### src/rtl/mplier_issue_ctrl.sv
// Operand-issue and result-capture controller for the sequential signed
// multiplier core. Operand pairs queue in a small FIFO, one multiply is in
// flight at a time, and each product (or a watchdog abort) lands in a
// one-entry output register presented on a valid/ready stream.
//
// state  | meaning
// -------+---------------------------------------------------------------
// IDLE   | waiting for a queued pair and a free output register
// LOAD   | core_load pulse; watchdog armed
// WAIT   | waiting for core_done (first WAIT cycle ignores a stale done)
// HOLD   | capture while the output register was still occupied; unreachable
module mplier_issue_ctrl #(
    parameter int N       = 32,
    parameter int DEPTH   = 2,
    parameter int TIMEOUT = 32
) (
    input  logic           clk,
    input  logic           rst,
    input  logic           in_valid,
    output logic           in_ready,
    input  logic [N-1:0]   in_mcand,
    input  logic [N-1:0]   in_mplier,
    output logic           out_valid,
    input  logic           out_ready,
    output logic [2*N-1:0] out_product,
    output logic           out_err,
    output logic           core_load,
    output logic [N-1:0]   core_mcand,
    output logic [N-1:0]   core_mplier,
    input  logic [2*N-1:0] core_product,
    input  logic           core_done,
    output logic           busy
);

    localparam int AW = $clog2(DEPTH);
    localparam int TW = $clog2(TIMEOUT);
    localparam logic [AW:0]   PTR_ONE = (AW+1)'(1);
    localparam logic [TW-1:0] WD_LAST = TW'(TIMEOUT - 1);
    localparam logic [TW-1:0] WD_ONE  = TW'(1);

    typedef enum logic [1:0] {
        S_IDLE = 2'd0,
        S_LOAD = 2'd1,
        S_WAIT = 2'd2,
        S_HOLD = 2'd3
    } state_t;

    state_t          state;
    logic [AW:0]     wr_ptr;
    logic [AW:0]     rd_ptr;
    logic [N-1:0]    fifo_mcand  [DEPTH];
    logic [N-1:0]    fifo_mplier [DEPTH];
    logic [TW-1:0]   wd_cnt;
    logic            core_load_q;

    logic            fifo_full;
    logic            fifo_empty;
    logic            push;
    logic            pop;
    logic            first_wait;
    logic            out_held;

    assign fifo_full  = (wr_ptr[AW] != rd_ptr[AW]) && (wr_ptr[AW-1:0] == rd_ptr[AW-1:0]);
    assign fifo_empty = (wr_ptr == rd_ptr);
    assign in_ready   = !fifo_full;
    assign push       = in_valid && !fifo_full;
    // Only issue when the output register is free or being drained this
    // cycle, so at most one result is ever outstanding.
    assign pop        = (state == S_IDLE) && !fifo_empty && (!out_valid || out_ready);
    // The watchdog is loaded with its full count on entry to WAIT, so a full
    // count marks the first WAIT cycle, where done may still be stale.
    assign first_wait = (wd_cnt == WD_LAST);
    assign out_held   = out_valid && !out_ready;
    assign busy       = (state != S_IDLE) || !fifo_empty;
    // Load must never reach the core while the block is held in reset.
    assign core_load  = core_load_q && !rst;

    // FIFO storage write; contents are don't-care until the pointers cover them.
    always_ff @(posedge clk) begin
        if (push) begin
            fifo_mcand[wr_ptr[AW-1:0]]  <= in_mcand;
            fifo_mplier[wr_ptr[AW-1:0]] <= in_mplier;
        end
    end

    // Issue FSM, watchdog, FIFO pointers and the output holding register.
    always_ff @(posedge clk) begin
        if (rst) begin
            state       <= S_IDLE;
            wr_ptr      <= '0;
            rd_ptr      <= '0;
            wd_cnt      <= '0;
            core_load_q <= 1'b0;
            core_mcand  <= '0;
            core_mplier <= '0;
            out_valid   <= 1'b0;
            out_err     <= 1'b0;
            out_product <= '0;
        end else begin
            core_load_q <= 1'b0;
            if (push) begin
                wr_ptr <= wr_ptr + PTR_ONE;
            end
            if (out_valid && out_ready) begin
                out_valid <= 1'b0;
            end
            case (state)
                S_IDLE: begin
                    if (pop) begin
                        core_mcand  <= fifo_mcand[rd_ptr[AW-1:0]];
                        core_mplier <= fifo_mplier[rd_ptr[AW-1:0]];
                        rd_ptr      <= rd_ptr + PTR_ONE;
                        core_load_q <= 1'b1;
                        state       <= S_LOAD;
                    end
                end
                S_LOAD: begin
                    wd_cnt <= WD_LAST;
                    state  <= S_WAIT;
                end
                S_WAIT: begin
                    if (core_done && !first_wait) begin
                        out_product <= core_product;
                        out_err     <= 1'b0;
                        out_valid   <= 1'b1;
                        state       <= out_held ? S_HOLD : S_IDLE;
                    end else if (wd_cnt == '0) begin
                        out_product <= '0;
                        out_err     <= 1'b1;
                        out_valid   <= 1'b1;
                        state       <= out_held ? S_HOLD : S_IDLE;
                    end else begin
                        wd_cnt <= wd_cnt - WD_ONE;
                    end
                end
                S_HOLD: begin
                    state <= S_IDLE;
                end
                default: begin
                    state <= S_IDLE;
                end
            endcase
        end
    end

    // HOLD can only be reached if the IDLE gating were broken.
    hold_unreachable: assert property (@(posedge clk) disable iff (rst) state != S_HOLD);

endmodule

### config.mk
export PLATFORM = sky130hd
export DESIGN_NAME = mplier_issue_ctrl
export DESIGN_NICKNAME = d
export VERILOG_FILES = /design/src/rtl/mplier_issue_ctrl.sv
export SDC_FILE = /design/constraint.sdc
export NUM_CORES = 1
export LEC_CHECK = 0
export ABC_CLOCK_PERIOD_IN_PS = 4900
export CAP_MARGIN = 30
export CORE_MARGIN = 3
export CORE_UTILIZATION = 38
export CTS_BUF_LIST = sky130_fd_sc_hd__clkbuf_4 sky130_fd_sc_hd__clkbuf_8
export CTS_CLUSTER_DIAMETER = 40
export DETAILED_ROUTE_END_ITERATION = 16
export PLACE_DENSITY_LB_ADDON = 0.12
export REMOVE_ABC_BUFFERS = 1
export SLEW_MARGIN = 15
export SYNTH_ARGS = -nofsm -noshare
export SYNTH_HDL_FRONTEND = slang
export SYNTH_SLANG_ARGS = --single-unit
### constraint.sdc
create_clock -name clk -period 4.9 [get_ports clk]
set_clock_uncertainty 0.2 [all_clocks]
set_input_delay 0.49 -clock clk [delete_from_list [all_inputs] [get_ports clk]]
set_output_delay 0.49 -clock clk [all_outputs]
set_load 0.01 [all_outputs]
==> impl_metrics.csv, run 1 <==
group,metric,value,unit
placed_design,portBuffers,265,
synth,synthCells,717,
global_route,grt_max_degree,109,
power,power.switching,2270,uW
synth,yosys_warnings,0,
cts,clock_path_buffers,3,
power,leakagePower,0.00474,uW
detailed_routing,detail_route.vias_per_cell,4.86,
power,p_per_area,546,nW/um^2
worst_setup_path,r2r_slack,2.01,ns
detailed_routing,routed.top_layer,"met5",
worst_setup_path,cp-startpoint,"rd_ptr[0]",
synth,yosys.cell_count.top_type,"dfxtp_1",
worst_setup_path,crit_path_max_fanout,36,
final_layout,final_area,13700,sq um
power,pwr-share-seq,40.8,%
synth,synthSimpleGateAreaFrac,6.60,%
global_route,antenna_found_initial,2,
cts,tritoncts,"yes",
detailed_routing,dr_wl_met2,11000,microns
synth,seq_area_frac_synth,68.7,%
synth,synth.avg_cell_area,13.6,sq um
floorplanning,die-area,27600,sq um
floorplanning,io_pins,266,
worst_setup_path,cp.arrival,2.42,ns
detailed_routing,drt_pass1_iterations,4,
synth,synth_xor_xnor_area_share,0.617,%
worst_setup_path,start_kind,"register",
detailed_routing,wire_per_inst,17.7,microns
detailed_routing,wl,24000,microns
cts,htreeDepth,2,
detailed_routing,met3_length,2380,microns
cts,cts.clk_slew.worst_paths,0.05,ns
sta,rsz0062_at_grt,"false",
floorplanning,core_area,24700,sq um
power,power.share.clock,29.7,%
synth,postSynth.asyncResetShare,0,%
power,power_frac_comb,29.5,%
placed_design,place_ws,1.90,ns
power,p_int,5180,uW
final_layout,area_growth,40.3,%
sta,period_minus_slack,3.11,ns
outcome,status,"finished, final reports clean",
sta,period_share,63.5,%
final_layout,final_nets,1126,
synth,ys_top_cells_by_count,"dfxtp_1 (142), nor2_1 (134), edfxtp_1 (128)",
run,maxCapViolCount,0,
synth,synth_compound_area_share,13.3,%
global_route,grt_pass1_vias,6585,
synth,synth_edf_count,128,
detailed_routing,met1Wirelength,10100,microns
sta,worst_slack,1.79,ns
placed_design,dp_hpwl,15400,microns
detailed_routing,num_vias,6569,
floorplanning,rows,57,
floorplanning,die_h,166,microns
sta,max_slew_margin,44.4,%
final_layout,drive_gt1_share,13.3,%
cts,clock_latency,0.53,ns
detailed_routing,ant_nets,0,
detailed_routing,drc,0,
worst_setup_path,r2r_start,"rd_ptr[0]",
cts,cts_resized,0,
worst_setup_path,reg2regPathDepth,4,
sta,setup_viol,0,
cts,post_cts_buffers,0,
synth,synth-seq-cells,270,
worst_hold_path,hp-class,"input port to register",
synth,synth_ff_type,"dfxtp_1",
worst_hold_path,hp-start,"rst",
placed_design,place_area,12600,sq um
cts,root_buffer,"clkbuf_8",
synth,synthTopCellsByArea,"edfxtp_1 (39%), dfxtp_1 (29%), mux2i_1 (6.7%)",
final_layout,fin_util,55.2,%
synth,yosys.area.top_type,"edfxtp_1",
worst_setup_path,crit_type,"register to primary output",
synth,synth_top_family_by_area,"compound AO/OA/AOI/OAI gates",
worst_setup_path,r2r_end,"fifo_mplier[0][21]",
global_route,grt.overflow.total,0,
synth,synthMuxAreaShare,6.68,%
cts,cts_hold_buf,0,
synth,synth_top_area_share,39.5,%
sta,max_freq,322,MHz
synth,synthAdderAreaFrac,0.643,%
cts,cts.sinks,270,
floorplanning,initial_utilization,39.3,%
global_route,grt_pass1_wl,37200,microns
synth,syn_area,9740,sq um
worst_setup_path,critPathCaptureType,"primary output",
cts,cts_buffers,48,
final_layout,fin_cells,1351,
power,switching_share,30.5,%
global_route,grt_usage,16.7,%
sta,worst_pin_slew,0.833,ns
synth,netlist-cell-type-count,40,
placed_design,dp.cells,1262,
sta,slew_violations,0,
sta,hold_violations,0,
floorplanning,die_width,166,microns
power,peakVddDrop,0.000298,V
detailed_routing,drt-initial-drc-count,364,
worst_setup_path,required,4.21,ns
worst_setup_path,crit_end,"busy",
placed_design,gp_congestion,0.784,
[cells in the final DEF, fill, tap and decap left out, drive strengths merged, types with 3 or more instances in the layout]
master         Yosys  layout
a211oi            66      66
nor3               4       4
nor2             134     134
xor2               4       4
ha                 5       5
a22oi             66      66
dfxtp            142     142
clkbuf            19      80
edfxtp           128     128
a21oi             10      10
nand2b             3       3
buf               35      11
clkdlybuf4s50      0     264
clkinv             0       5
inv                8       9
o21ai              4       4
mux2i             65      65
nand2              3       3
[routing by layer]
metal,up-vias,track usage (%)
met5,-,0
met4,2,4.56
met3,40,7.40
met2,247,26.9
met1,3082,20.7
li1,3198,-
[how the worst min path moves through the flow]
stage	end	cells after the start
2_1_floorplan	state[0]	2
3_3_place_gp	out_product[2]	2
3_5_place_dp	out_product[11]	2
4_1_cts	out_product[53]	2
5_1_grt	out_product[62]	2
6_report	wr_ptr[1]	2
[worst max-delay path, stage by stage (launching register included)]
cell             delay (ns)
dfxtp_4                0.75
xor2_2                 0.23
or3_1                  0.41
clkdlybuf4s50_1        0.49
[power groups by stage]
stage / sequential [uW] / combinational, uW / clock (uW)
global route: 3090 / 2440 / 2400
global placement: 3090 / 2200 / 0
finish: 3040 / 2200 / 2220
detailed placement: 3090 / 2240 / 0
floorplan: 3190 / 1250 / 0
CTS: 3050 / 2260 / 2290
[metrics by stage]
| stage | total power, uW | hold WS [ns] | setup TNS (ns) |
|---|---|---|---|
| after global routing | 7930 | 0.260 | 0 |
| after floorplan | 4440 | 0.274 | -139.84 |
| final | 7450 | 0.250 | 0 |
| after CTS | 7600 | 0.229 | 0 |
| after detailed placement | 5330 | 0.282 | 0 |
| after global placement | 5290 | 0.277 | 0 |
[cell families after synthesis]
logic type | count (synthesis)
AOI/OAI and AO/OA | 155
xor gates and xnor gates | 6
adders and majority gates | 5
buffers and inverters | 62
DFF | 270
muxes | 65
and+or+nand+nor | 154
[layout make-up]
| type | count | area [sq um] |
|---|---|---|
| Timing Repair Buffer | 275 | 2750 |
| Clock inverter | 8 | 90.1 |
| Inverter | 8 | 30.0 |
| Multi-Input combinational cell | 385 | 2730 |
| Tap cell | 324 | 405 |
| Sequential cell | 270 | 6690 |
| Antenna cell | 1 | 2.50 |
| Clock buffer | 80 | 970 |
| Fill cell | 2094 | 11100 |
[sequential cells by signal, indices dropped and copies added (netlist names)]
signal	cells
fifo_mcand	64
wr_ptr	2
core_mcand	32
core_load_q	1
state	2
out_valid	1
fifo_mplier	64
wd_cnt	5
core_mplier	32
rd_ptr	2
out_product	64
out_err	1
Note: power is estimated with default switching activity, not from simulation.
==> run 2, diff against run 1 <==
--- a/config.mk
+++ b/config.mk
@@ -5,7 +5,7 @@
 export SDC_FILE = /design/constraint.sdc
 export NUM_CORES = 1
 export LEC_CHECK = 0
-export ABC_CLOCK_PERIOD_IN_PS = 4900
+export ABC_CLOCK_PERIOD_IN_PS = 2600
 export CAP_MARGIN = 30
 export CORE_MARGIN = 3
 export CORE_UTILIZATION = 38
==> constraint.sdc (replaced) <==
create_clock -name clk -period 2.6 [get_ports clk]
set_clock_uncertainty 0.2 [all_clocks]
set_input_delay 0.26 -clock clk [delete_from_list [all_inputs] [get_ports clk]]
set_output_delay 0.26 -clock clk [all_outputs]
set_load 0.01 [all_outputs]
==> run 2 against run 1 <==
  * Wire length down 2.1%
  * Sequential cell count unchanged
  * Final cell count up 0.37%
  * Hold slack got worse by 0.16 ns
  * Critical path depth did not move
  * Die area unchanged
  * Clock-buffer cell count is 14 lower
  * Clock power increased by 79%
  * Register-to-register slack worse by 1.5 ns
  * Worst setup slack worse by 1.6 ns
  * Combinational power increased by 97%
  * Total power grew 88%
==> impl_metrics.csv, run 2 (synthesized netlist as in run 1, its figures left out) <==
group,metric,value,unit
outcome,status,"finished, final reports clean",
final_layout,fillers,2088,
final_layout,layout_commonest_cell,"clkdlybuf4s50_1",
worst_setup_path,crit_path_max_fanout,6,
final_layout,drive_gt1_share,13.0,%
power,peakVddDrop,0.000836,V
detailed_routing,detail_route.vias_per_cell,4.85,
sta,max_freq,408,MHz
worst_setup_path,critPathCaptureType,"primary output",
floorplanning,die-area,27600,sq um
final_layout,area_growth,41.0,%
final_layout,final_nets,1130,
run,maxCapViolCount,0,
detailed_routing,drc,0,
power,p_per_area,1020,nW/um^2
sta,worst_pin_slew,0.585,ns
sta,tns,0,ns
detailed_routing,drt_pass1_iterations,4,
sta,period_share,94.2,%
sta,slew_violations,0,
sta,period_minus_slack,2.45,ns
power,leakagePower,0.00475,uW
sta,setup_viol,0,
cts,htreeDepth,2,
sta,max_slew_margin,60.8,%
placed_design,gp_congestion,0.796,
cts,root_buffer,"clkbuf_8",
final_layout,seq_area,6690,sq um
global_route,grt.overflow.total,0,
worst_setup_path,required,2.14,ns
worst_hold_path,hp-start,"in_mplier[7]",
final_layout,fin_util,55.5,%
cts,cts.clk_slew.worst_paths,0.06,ns
final_layout,multiInputGateArea,2730,sq um
detailed_routing,ant_nets,0,
detailed_routing,wl,23500,microns
floorplanning,die_width,166,microns
worst_setup_path,reg2regPathDepth,4,
floorplanning,io_pins,266,
final_layout,final_cell_mix,"clkdlybuf4s50_1 (263), dfxtp_1 (141), nor2_1 (133), edfxtp_1 (128)",
detailed_routing,num_vias,6582,
placed_design,portBuffers,265,
cts,clock_path_buffers,3,
worst_setup_path,cp.arrival,1.99,ns
cts,clock_latency,0.54,ns
cts,cts_buffers,47,
sta,timing.hold.ws,0.0861,ns
floorplanning,initial_utilization,39.3,%
worst_setup_path,r2r_start,"wr_ptr[0]",
global_route,grt_usage,16.5,%
cts,post_cts_buffers,0,
cts,tritoncts,"yes",
floorplanning,die_h,166,microns
worst_setup_path,r2r_slack,0.55,ns
global_route,grt_max_degree,88,
floorplanning,rows,57,
global_route,grt_pass1_wl,36900,microns
sta,rsz0062_at_grt,"false",
global_route,antenna_found_initial,2,
worst_hold_path,hp-class,"input port to register",
cts,cts.sinks,270,
floorplanning,core_area,24700,sq um
placed_design,dp_hpwl,14900,microns
worst_hold_path,hold_depth,1,
detailed_routing,wire_per_inst,17.3,microns
global_route,grt_pass1_vias,6607,
worst_setup_path,cp-startpoint,"wr_ptr[0]",
sta,hold_violations,0,
worst_setup_path,start_kind,"register",
worst_setup_path,crit_type,"register to primary output",
detailed_routing,drt-initial-drc-count,370,
## run 2: cell types whose count changed in the layout (fill, tap and decap cells not counted), moves of 3 or more
cell / delta
clkinv_2: +6
buf_12: +7
clkinv_1: +7
buf_4: -3
clkbuf_4: -10
clkbuf_8: -4
## run 2: critical path, cell delays in order, from the launching register on
cell and delay, ns:
dfxtp_1 0.46, xor2_2 0.28, nand2b_1 0.17, clkdlybuf4s50_1 0.54
## run 2: repair_timing
item | 4_1_cts | 5_1_grt
setup endpoints to repair | 1 | 0
hold buffers | 1 | 0
endpoints found under the hold margin | 1 | 0
resized for setup | 2 | 0
## run 2: worst paths after layout
kind	to
hold reg to reg	out_product[32]
setup / recovery	in_ready
hold / removal	fifo_mplier[0][7]
setup reg to reg	fifo_mplier[0][11]
## run 2: per-stage QoR
step | std cells | total power, uW | instance area, sq um | setup slack, ns
after detailed placement | 1266 | 10200 | 12700 | 0.449
final | 1356 | 14000 | 13700 | 0.151
after global placement | 1266 | 10100 | 12700 | 0.498
after global routing | 1355 | 14800 | 13700 | 0.0222
after floorplan | 663 | 8610 | 9430 | -3.65
after CTS | 1355 | 14200 | 13700 | 0.0807
## run 2: metal layers
metal	track usage, %	share of wire [%]
met1	21.3	44
met2	26.8	46
met3	5.57	8.0
met4	4.48	1.7
met5	0	0.055
## run 2: where the power goes
group | switching, uW | internal [uW]
sequential | 368 | 5300
combinational | 2310 | 2030
clock | 1680 | 2290
total | 4360 | 9620
## run 2: area by class of cell
| class | instances | share of cell area [%] |
|---|---|---|
| Inverter | 8 | 0.219 |
| Timing Repair Buffer | 280 | 21.0 |
| Clock inverter | 22 | 1.12 |
| Sequential cell | 270 | 48.7 |
| Tap cell | 324 | 2.95 |
| Clock buffer | 66 | 6.12 |
| Multi-Input combinational cell | 385 | 19.9 |
| Antenna cell | 1 | 0.0182 |
==> run 3, diff against run 2 <==
--- a/config.mk
+++ b/config.mk
@@ -13,6 +13,7 @@
 export CTS_CLUSTER_DIAMETER = 40
 export DETAILED_ROUTE_END_ITERATION = 16
 export PLACE_DENSITY_LB_ADDON = 0.12
+export RECOVER_POWER = 50
 export REMOVE_ABC_BUFFERS = 1
 export SLEW_MARGIN = 15
 export SYNTH_ARGS = -nofsm -noshare
==> run 3 against run 2 <==
  * Final cell count grew 0.15%
  * Hold slack better by 0.072 ns
  * Clock-buffer cell count unchanged
  * First-iteration DRC count grew 8.4%
  * Total power decreased by 1.6%
  * Design area fell by 0.45%
  * Sequential power about the same
  * Clock power about the same
  * Worst setup slack better by 0.030 ns
  * Critical endpoint unchanged
  * Largest cell class unchanged
==> impl_metrics.csv, run 3 (synthesized netlist as in run 1, its figures left out) <==
group,metric,value,unit
final_layout,final_nets,1130,
global_route,grt_max_degree,88,
worst_hold_path,hp-class,"input port to register",
sta,max_freq,413,MHz
worst_setup_path,crit_path_max_fanout,6,
sta,setup_viol,0,
outcome,status,"finished, final reports clean",
global_route,antenna_found_initial,6,
sta,period_minus_slack,2.42,ns
worst_setup_path,required,2.14,ns
cts,cts.clk_slew.worst_paths,0.06,ns
run,maxCapViolCount,0,
placed_design,dp_hpwl,14900,microns
final_layout,fillers,2101,
cts,post_cts_buffers,0,
power,peakVddDrop,0.000718,V
detailed_routing,drc,0,
final_layout,drive_gt1_share,12.2,%
floorplanning,die-area,27600,sq um
power,p_per_area,1010,nW/um^2
final_layout,layout_commonest_cell,"dlygate4sd3_1",
worst_setup_path,slowest_delay,0.54,ns
worst_hold_path,hold_depth,1,
cts,clock_latency,0.54,ns
cts,clock_path_buffers,3,
worst_setup_path,start_kind,"register",
floorplanning,die_width,166,microns
detailed_routing,num_vias,6650,
cts,tritoncts,"yes",
sta,max_slew_margin,43.5,%
global_route,grt_usage,16.5,%
cts,root_buffer,"clkbuf_8",
sta,slew_violations,0,
power,pwr-share-seq,41.2,%
worst_setup_path,cp.arrival,1.96,ns
detailed_routing,drt_pass1_iterations,5,
power,p_int,9440,uW
detailed_routing,drt-initial-drc-count,401,
final_layout,final_cell_mix,"dlygate4sd3_1 (157), dfxtp_1 (141), nor2_1 (133), edfxtp_1 (128), clkdlybuf4s50_1 (107)",
placed_design,portBuffers,265,
sta,worst_pin_slew,0.847,ns
floorplanning,die_h,166,microns
worst_setup_path,reg2regPathDepth,7,
sta,hold_violations,0,
worst_hold_path,worstHoldEndpoint,"fifo_mplier[0][7]",
detailed_routing,ant_nets,0,
floorplanning,io_pins,266,
placed_design,place_ws,0.449,ns
power,power.switching,4310,uW
floorplanning,rows,57,
worst_setup_path,path_cells,"xor2_2 > nand2b_1 > clkdlybuf4s50_1",
placed_design,gp_congestion,0.796,
floorplanning,core_area,24700,sq um
worst_setup_path,r2r_end,"out_product[49]",
cts,cts.sinks,270,
sta,rsz0062_at_grt,"false",
detailed_routing,detail_route.vias_per_cell,4.90,
worst_setup_path,critPathCaptureType,"primary output",
detailed_routing,wire_per_inst,17.3,microns
sta,worst_slack,0.181,ns
worst_setup_path,r2r_slack,0.20,ns
cts,htreeDepth,2,
cts,cts_buffers,47,
power,switching_share,31.3,%
global_route,grt_pass1_vias,6607,
power,power,13800,uW
power,leakagePower,0.00502,uW
detailed_routing,wl,23500,microns
worst_setup_path,crit_slowest_cell,"clkdlybuf4s50_1",
power,power_frac_comb,29.9,%
floorplanning,initial_utilization,39.3,%
global_route,grt.overflow.total,0,
global_route,grt_pass1_wl,36900,microns
power,power.share.clock,28.9,%
worst_setup_path,r2r_start,"state[0]",
final_layout,area_growth,40.3,%
sta,period_share,93.0,%
worst_setup_path,crit_type,"register to primary output",
worst_hold_path,hp-start,"in_mplier[7]",
run 3: changes by cell type in the layout (fill, tap and decap cells not counted), sizes merged:
| cell | previous run | this run |
|---|---|---|
| clkdlybuf4s50 | 263 | 107 |
| dlygate4sd3 | 1 | 157 |
| diode | 1 | 3 |
| buf | 15 | 14 |
| clkbuf | 66 | 67 |
| clkinv | 18 | 19 |
| inv | 9 | 8 |
run 3: final cells by class:
type	instances	area, sq um	share of cell area [%]
multi-input cells	385	2690	19.7
clock buffers	66	840	6.14
diodes	3	7.51	0.0549
inverters	8	30.0	0.220
well taps	324	405	2.97
repair buffers	280	2850	20.8
clock inverters	22	154	1.13
flip-flops and latches	270	6690	49.0
run 3: worst max path at each step:
stage / to / startpoint / depth (start not counted)
floorplan: fifo_mcand[0][0] / rd_ptr[0] / 3
global placement: core_mcand[22] / out_ready / 6
detailed placement: core_mcand[22] / out_ready / 6
CTS: in_ready / wr_ptr[0] / 3
global route: out_product[12] / state[0] / 7
finish: in_ready / wr_ptr[0] / 3
run 3: critical path: cells and delay by family (launching register included):
family,cells,cell delay [ns]
simple gates,1,0.16
buf+inv,1,0.54
flops,1,0.46
xor+xnor,1,0.26
run 3: repair_timing:
action	in CTS	in global routing
gates resized for setup	2	0
endpoints found under the setup margin	1	0
hold buffers	1	0
hold endpoints to repair	1	0
run 3: per-layer routing:
metal	part of all wire [%]	GRT usage, %	vias up	wire [microns]
li1	-	-	3231	-
met1	44	21.3	3117	10400
met2	46	26.8	249	10900
met3	7.8	5.57	47	1830
met4	1.9	4.48	6	436
met5	0.17	0	-	41
run 3: power by group through the flow:
stage / Combinational (uW) / Clock, uW / Sequential, uW
after global routing: 4550 / 4310 / 5750
after floorplan: 2290 / 0 / 6320
final: 4120 / 3970 / 5660
after global placement: 4360 / 0 / 5760
after CTS: 4420 / 4110 / 5680
after detailed placement: 4410 / 0 / 5760
run 3: through the flow:
step	utilization [%]	setup TNS (ns)	instances	hold WS, ns	instance area (sq um)
5_1_grt	55.2	0	1356	0.136	13700
4_1_cts	55.5	0	1355	0.0458	13700
3_5_place_dp	51.4	0	1266	0.284	12700
2_1_floorplan	-	-599.23	663	0.125	9430
6_report	55.2	0	1358	0.158	13700
3_3_place_gp	51.4	0	1266	0.277	12700
